[config.mk]
export PLATFORM = sky130hd
export DESIGN_NAME = d_phy_transmitter
export DESIGN_NICKNAME = d
export VERILOG_FILES = /design/src/rtl/d_phy_pkg.sv /design/src/rtl/d_phy_byte_serializer.sv /design/src/rtl/d_phy_transmitter.sv
export SDC_FILE = /design/constraint.sdc
export NUM_CORES = 1
export LEC_CHECK = 0
export ABC_CLOCK_PERIOD_IN_PS = 2300
export CAP_MARGIN = 20
export CORE_MARGIN = 2
export CORE_UTILIZATION = 32
export DETAILED_ROUTE_END_ITERATION = 8
export MAX_ROUTING_LAYER = met4
export SYNTH_ARGS = -nofsm -noshare
export SYNTH_HDL_FRONTEND = slang
export SYNTH_SLANG_ARGS = --single-unit
export TNS_END_PERCENT = 10
[constraint.sdc]
create_clock -name clock_p -period 2.3 [get_ports clock_p]
set_input_delay 0.23 -clock clock_p [delete_from_list [all_inputs] [get_ports clock_p]]
set_output_delay 0.23 -clock clock_p [all_outputs]
set_load 0.02 [all_outputs]
[src/rtl/d_phy_pkg.sv]
// Shared D-PHY HS lane definitions: sync byte, transmitter states, counter widths.
package d_phy_pkg;

    localparam logic [7:0] SYNC_BYTE = 8'b10111000;

    localparam int ZERO_W  = 8;
    localparam int TRAIL_W = 8;
    localparam int CNT_W   = (ZERO_W > TRAIL_W) ? ZERO_W : TRAIL_W;

    typedef enum logic [2:0] {
        IDLE,
        HS_ZERO,
        SYNC,
        DATA,
        TRAILER
    } tx_state_t;

endpackage

[src/rtl/d_phy_byte_serializer.sv]
// Byte-to-pair serializer: shifts one byte out two bits per clock, LSB pair first.
module d_phy_byte_serializer
    import d_phy_pkg::*;
(
    input  logic       clock_p,
    input  logic       reset,
    input  logic       load,
    input  logic       shift_en,
    input  logic [7:0] load_value,
    output logic [1:0] pair,
    output logic       beat_zero
);

    logic [7:0] shift;
    logic [1:0] beat;

    always_ff @(posedge clock_p) begin
        if (reset) begin
            shift <= 8'h00;
            beat  <= 2'd0;
        end else if (load) begin
            shift <= load_value;
            beat  <= 2'd3;
        end else if (shift_en) begin
            shift <= {2'b00, shift[7:2]};
            beat  <= beat - 2'd1;
        end
    end

    assign pair      = shift[1:0];
    assign beat_zero = (beat == 2'd0);

endmodule

[src/rtl/d_phy_transmitter.sv]
// HS-only D-PHY data lane transmitter: HS-zero leader, 0xB8 sync, payload, trailer.
module d_phy_transmitter
    import d_phy_pkg::*;
#(
    parameter int ZERO_CYCLES  = 8,
    parameter int TRAIL_CYCLES = 4
) (
    input  logic       clock_p,
    input  logic       reset,
    input  logic [7:0] data,
    input  logic       valid,
    input  logic       last,
    output logic       ready,
    output logic [1:0] serial_out,
    output logic       hs_active,
    output logic       underrun
);

    tx_state_t        state, state_n;
    logic [CNT_W-1:0] cnt, cnt_n;
    logic             last_flag, last_flag_n;
    logic             trail_bit, trail_bit_n;
    logic [1:0]       serial_n;
    logic             hs_n, underrun_n;

    logic             load, shift_en, beat_zero;
    logic [7:0]       load_value;
    logic [1:0]       pair;

    d_phy_byte_serializer u_ser (
        .clock_p    (clock_p),
        .reset      (reset),
        .load       (load),
        .shift_en   (shift_en),
        .load_value (load_value),
        .pair       (pair),
        .beat_zero  (beat_zero)
    );

    always_ff @(posedge clock_p) begin
        if (reset) begin
            state      <= IDLE;
            cnt        <= '0;
            last_flag  <= 1'b0;
            trail_bit  <= 1'b0;
            serial_out <= 2'b00;
            hs_active  <= 1'b0;
            underrun   <= 1'b0;
        end else begin
            state      <= state_n;
            cnt        <= cnt_n;
            last_flag  <= last_flag_n;
            trail_bit  <= trail_bit_n;
            serial_out <= serial_n;
            hs_active  <= hs_n;
            underrun   <= underrun_n;
        end
    end

    always_comb begin
        state_n     = state;
        cnt_n       = cnt;
        last_flag_n = last_flag;
        trail_bit_n = trail_bit;
        serial_n    = 2'b00;
        hs_n        = 1'b0;
        underrun_n  = 1'b0;
        ready       = 1'b0;
        load        = 1'b0;
        shift_en    = 1'b0;
        load_value  = SYNC_BYTE;

        case (state)
            IDLE: begin
                // The byte stays pending; it is taken at the sync boundary.
                if (valid) begin
                    state_n = HS_ZERO;
                    cnt_n   = CNT_W'(ZERO_CYCLES - 1);
                end
            end

            HS_ZERO: begin
                hs_n = 1'b1;
                if (cnt == '0) begin
                    state_n     = SYNC;
                    load        = 1'b1;
                    load_value  = SYNC_BYTE;
                    last_flag_n = 1'b0;
                end else begin
                    cnt_n = cnt - 1'b1;
                end
            end

            SYNC, DATA: begin
                hs_n     = 1'b1;
                serial_n = pair;
                shift_en = 1'b1;
                if (beat_zero) begin
                    // pair[1] is bit 7 of the byte finishing now; trailer inverts it.
                    trail_bit_n = pair[1];
                    if (!last_flag) begin
                        ready = 1'b1;
                        if (valid) begin
                            load        = 1'b1;
                            load_value  = data;
                            last_flag_n = last;
                            state_n     = DATA;
                        end else begin
                            underrun_n = 1'b1;
                            state_n    = TRAILER;
                            cnt_n      = CNT_W'(TRAIL_CYCLES - 1);
                        end
                    end else begin
                        state_n = TRAILER;
                        cnt_n   = CNT_W'(TRAIL_CYCLES - 1);
                    end
                end
            end

            TRAILER: begin
                hs_n     = 1'b1;
                serial_n = {~trail_bit, ~trail_bit};
                if (cnt == '0) state_n = IDLE;
                else           cnt_n   = cnt - 1'b1;
            end

            default: state_n = IDLE;
        endcase
    end

endmodule
Yosys cells after proc, flatten, opt, wreduce, memory -nomap -nowiden:

Index checks and enable logic that the tools add are counted.

* register bits: 27
* logic and storage cells: 76
* output and inout port bits: 5

* bitwise gates (word level): 3
* $add $sub $neg: 2
* equality and inequality tests: 10
* reductions and logical operators: 14
* muxes and demuxes: 38

Operators with widths (count)
* 8-bit 2-to-1 mux: 11
* 8-bit one-hot mux with 3 select lines: 1
* 3-bit 2-to-1 mux: 6
* 1-bit 2-to-1 mux: 14
* 3-bit one-hot mux with 4 select lines: 1
* 2-bit inequality test (second input constant): 5
* 8-bit zero test: 1
* 4-bit OR reduction: 2
* 8-bit by 1-bit subtractor with 8-bit output (second input constant): 1
* 3-bit by 2-bit equality test with 1-bit output (second input constant): 2
* 5-bit AND reduction: 1
* 2-bit 2-to-1 mux: 2
* 1-bit one-hot mux with 2 select lines: 2
* 2-bit one-hot mux with 2 select lines: 1
* 4-bit AND reduction: 1
* 2-bit nonzero test: 2
* 2-bit OR reduction: 2
* 3-bit by 1-bit equality test with 1-bit output (second input constant): 1
* 3-bit equality test (second input constant): 1
* 3-bit zero test: 1
* 3-bit inequality test (second input constant): 1
* 1-bit inverter: 3
* 3-bit AND reduction: 1
* 3-bit nonzero test: 1
* 3 further kinds: 3

Logic depth before layout (Yosys ltp):

Gate-level depths: netlist of the first run.

* word-level depth: 5
* depth in mapped cells: 8
* depth with buffers taken out: 7

Hierarchy:

A second synthesis of the first run with hierarchy kept.

* cells, all modules: 169
* area, all modules: 1453.9 µm²

Modules (own cells, without submodules)
* d_phy_transmitter: instances 1, cells an instance 121, area each 963.4 µm²
* d_phy_byte_serializer: instances 1, cells an instance 48, area each 490.5 µm²

Worst setup path before layout of the first run:

OpenSTA, ideal clock, no wires.

* path type: reg-to-reg
* start: register state[0]
* end: register cnt[5]
* cell stages (with the launch flop): 7
* setup time: 0.071 ns
* buffers on the path: 1
* path slack: 0.396 ns
* arrival time: 1.833 ns
* cell sequence: dfxtp_1 clkbuf_2 nor2_2 mux2_4 nor4_4 or4b_1 a21oi_1

* longest elaborated chain between the ends: 4
* elaborated cells between the ends (all ways): 14

RTL lines
* from (decl): line d_phy_transmitter.sv:19 `tx_state_t state, state_n;`
* from (signal assigned): line d_phy_transmitter.sv:50 `state <= state_n;`
* 3-bit by 2-bit equality test with 1-bit output (tied with other cells): line d_phy_transmitter.sv:73 `case (state)`
* 2-bit OR reduction (on tied branches)
* 3-bit inequality test (no source line) (tied with other cells)
* 5-bit AND reduction (no source line)
* to (signal assigned): line d_phy_transmitter.sv:51 `cnt <= cnt_n;`
* to (decl): line d_phy_transmitter.sv:20 `logic [CNT_W-1:0] cnt, cnt_n;`

Parallel ways exist; a longest one is shown, timed or not.
A chain may end at the register's enable or synchronous reset.

Worst setup path in the final report of the first run:

* start: register u_ser.beat[0]
* end: output ready

* longest elaborated chain between the ends: 3

RTL lines
* from (decl): line d_phy_byte_serializer.sv:15 `logic [1:0] beat;`
* from (signal assigned): line d_phy_byte_serializer.sv:26 `beat <= beat - 2'd1;`
* 2-bit zero test: line d_phy_byte_serializer.sv:31 `assign beat_zero = (beat == 2'd0);`
* 1-bit 2-to-1 mux: line d_phy_transmitter.sv:98 `if (beat_zero) begin`
* 1-bit 2-to-1 mux: line d_phy_transmitter.sv:73
* to (decl): line d_phy_transmitter.sv:13 `output logic ready,`

Every way passes these cells.

==> metrics.yaml, run 1 <==
route:
  drcViolationCount: 0
  via_per_inst: 5.35
  via_count: 1204
  dr.first_iter.drc_count: 44
  drtPass1Iterations: 4
  drtAntennaViolNets: 0
  wl_mm: 2.92
  wl_per_cell_um: 13.0
power_and_ir_drop:
  power_switching_uw: 869
  finalPower_mw: 2.11
  swShare_pct: 41.1
  p_comb_share_pct: 51.3
  p_per_area_nw_per_um2: 1320
  leakagePower_nw: 0.550
  seqPwrFrac_pct: 35.9
  internal_power_mw: 1.25
  clkPwrFrac_pct: 12.7
  max-vdd-ir-drop_mv: 0.568
clock_tree:
  cts_buffers: 3
  cts_root_buffer: "clkbuf_8"
  h-tree-depth: 1
  cts.reportedPaths.clkPinSlew_ns: 0.09
  cts_resized: 0
  cts_setup_buffers: 0
  cts.sinks: 27
  cts_tree: "yes"
  cts.path.max_buffers: 2
  clock_latency_ns: 0.27
  hold_buffers: 0
sta:
  tightest_slew_ns: 0.647
  max_clock_freq_mhz: 461
  skew_ns: 0.00552
  finalCriticalPeriod_ns: 2.17
  rsz0062_at_grt: "no"
  max_slew_margin_pct: 56.5
  hold_violations: 0
  tns_ns: 0
  setup_violations: 0
  post-route-period-util_pct: 94.3
  report.final.slew_viol_count: 0
global_route:
  first_global_vias: 1174
  grt_usage_pct: 15.1
  antenna_found_initial: 0
  grt-ovfl-total: 0
  grt_start_max_net_pins: 15
  grt_pass1_wl_mm: 5.17
critical_path:
  cp_max_fo: 8
  cp-end-kind: "output port"
  required_ns: 2.07
  critical_path_class: "register to output port"
  worstPathArrival_ns: 1.94
  startpoint_type: "register"
logic_synthesis:
  synth-compound-area-share_pct: 20.7
  ys_seq_elements: 27
  syn_inst: 158
  synth_top_family_by_area: "simple AND/OR/NAND/NOR gates"
  synthXorXnorAreaFrac_pct: 3.31
  syn_nets: 172
  post_synth_num_cell_types: 37
  synth_fa_ha_area_share_pct: 1.89
  synthSimpleGateAreaFrac_pct: 27.3
  synth.area.mux_share_pct: 1.13
  yosys_warnings: 0
  synth-edff-count: 0
  synth_ff_type: "dfxtp_1"
  synth_area_um2: 1330
  syn_avg_cell_area_um2: 8.39
  async_flop_share_pct: 0
  yosysSeqAreaShare_pct: 40.8
layout:
  diodes: 0
  fillers: 394
  multi_input_area_um2: 719
  seqCellArea_um2: 541
  final_common_cell: "dfxtp_1"
  nNetsFinal: 190
  drive_gt1_share_pct: 8.00
  final_cell_mix: "27 x dfxtp_1, 23 x a21oi_1, 18 x nor2_1"
  area.growth.synth_to_final_pct: 20.7
outcome:
  status: "completed"
floorplanning:
  design.portCount: 17
  fp.coreArea_um2: 4000
  std_cell_rows: 23
  start_util_pct: 33.1
  dieHeight_um: 68.4
  die_w_um: 68.4
  die-area_um2: 4670
placement:
  place.gp.congestion: 0.897
  dp_hpwl_mm: 2.20
  portBuffers: 16
job:
  cap_violations: 0
hold_path:
  hold_path_class: "register to register"
stage by stage:
stage | utilization (%) | hold slack, ns | area, um2 | cells | setup WS, ns
floorplan | - | 0.309 | 1330 | 158 | 0.396
global placement | 38.8 | 0.442 | 1550 | 221 | 0.167
detailed placement | 38.8 | 0.448 | 1550 | 221 | 0.144
CTS | 40.0 | 0.465 | 1600 | 225 | 0.136
global route | 40.0 | 0.489 | 1600 | 225 | 0.0541
finish | 40.0 | 0.466 | 1600 | 225 | 0.131
registers in the layout, indices dropped and copies added (netlist names):
register and cells:
state 3, hs_active 1, underrun 1, last_flag 1, trail_bit 1, serial_out 2, cnt 8, u_ser.beat 2
u_ser.shift 8
power by group through the flow:
stage / clock, mW / sequential (mW) / combinational (mW)
6_report: 0.270 / 0.760 / 1.09
5_1_grt: 0.297 / 0.787 / 1.20
4_1_cts: 0.280 / 0.759 / 1.09
3_5_place_dp: 0 / 0.771 / 1.08
3_3_place_gp: 0 / 0.761 / 1.05
2_1_floorplan: 0 / 0.740 / 0.831
cell usage after synthesis (all sizes together), types with 2 or more instances:
cell type / count / area (um2)
nor2: 19 / 73.8
a21oi: 23 / 115
nand2b: 6 / 37.5
o21ai: 3 / 15.0
dfxtp: 27 / 541
a211oi: 5 / 37.5
nand3: 5 / 25.0
nor2b: 3 / 18.8
xnor2: 4 / 35.0
clkbuf: 6 / 23.8
ha: 2 / 25.0
nor4b: 2 / 32.5
a311oi: 3 / 26.3
o31ai: 2 / 15.0
inv: 7 / 26.3
nand3b: 2 / 15.0
a22oi: 3 / 22.5
nand2: 11 / 41.3
o221ai: 2 / 17.5
nor4: 4 / 40.0
nor3: 2 / 10.0
buf: 3 / 15.0
or4: 2 / 18.8
or3: 4 / 25.0
worst max-delay path, stage by stage (launching register included):
cell and delay, ns:
dfxtp_1 0.32, inv_1 0.07, ha_1 0.34, nand2_1 0.21, nor2_1 0.12, clkdlybuf4s50_1 0.61
final timing paths:
kind         slack, ns  cells past startpoint   endpoint     startpoint
max               0.13                      5      ready  u_ser.beat[0]
min               0.47                      2  trail_bit      trail_bit
max reg2reg       0.26                      6     cnt[5]  u_ser.beat[0]
min reg2reg       0.47                      2  trail_bit      trail_bit
area by class of cell:
type                            instances  area share (%)
Clock buffer                            4            2.82
Inverter                                7            1.64
Tap cell                               50            3.91
Multi-Input combinational cell        115            45.0
Sequential cell                        27            33.8
Timing Repair Buffer                   22            12.8
routing by layer:
layer	vias up	global-route usage [%]	part of all wire (%)
met3	7	2.47	3.1
met1	564	17.3	45
met4	0	8.00	2.3
met5	-	-	0
met2	29	25.2	50
li1	604	-	-
cells by family after synthesis:
group | Yosys count
mux | 1
flops | 27
compound gates | 44
buf+inv | 16
simple gates | 63
xor+xnor | 5
fa+ha+maj | 2
Note: power is estimated with default switching activity, not from simulation.
==> inputs of run 2 (changes only) <==
HOLD_SLACK_MARGIN = 0.03   (was default)
==> results of run 2 <==
Same layout as run 1: the final DEF is identical, and so are final timing and power.
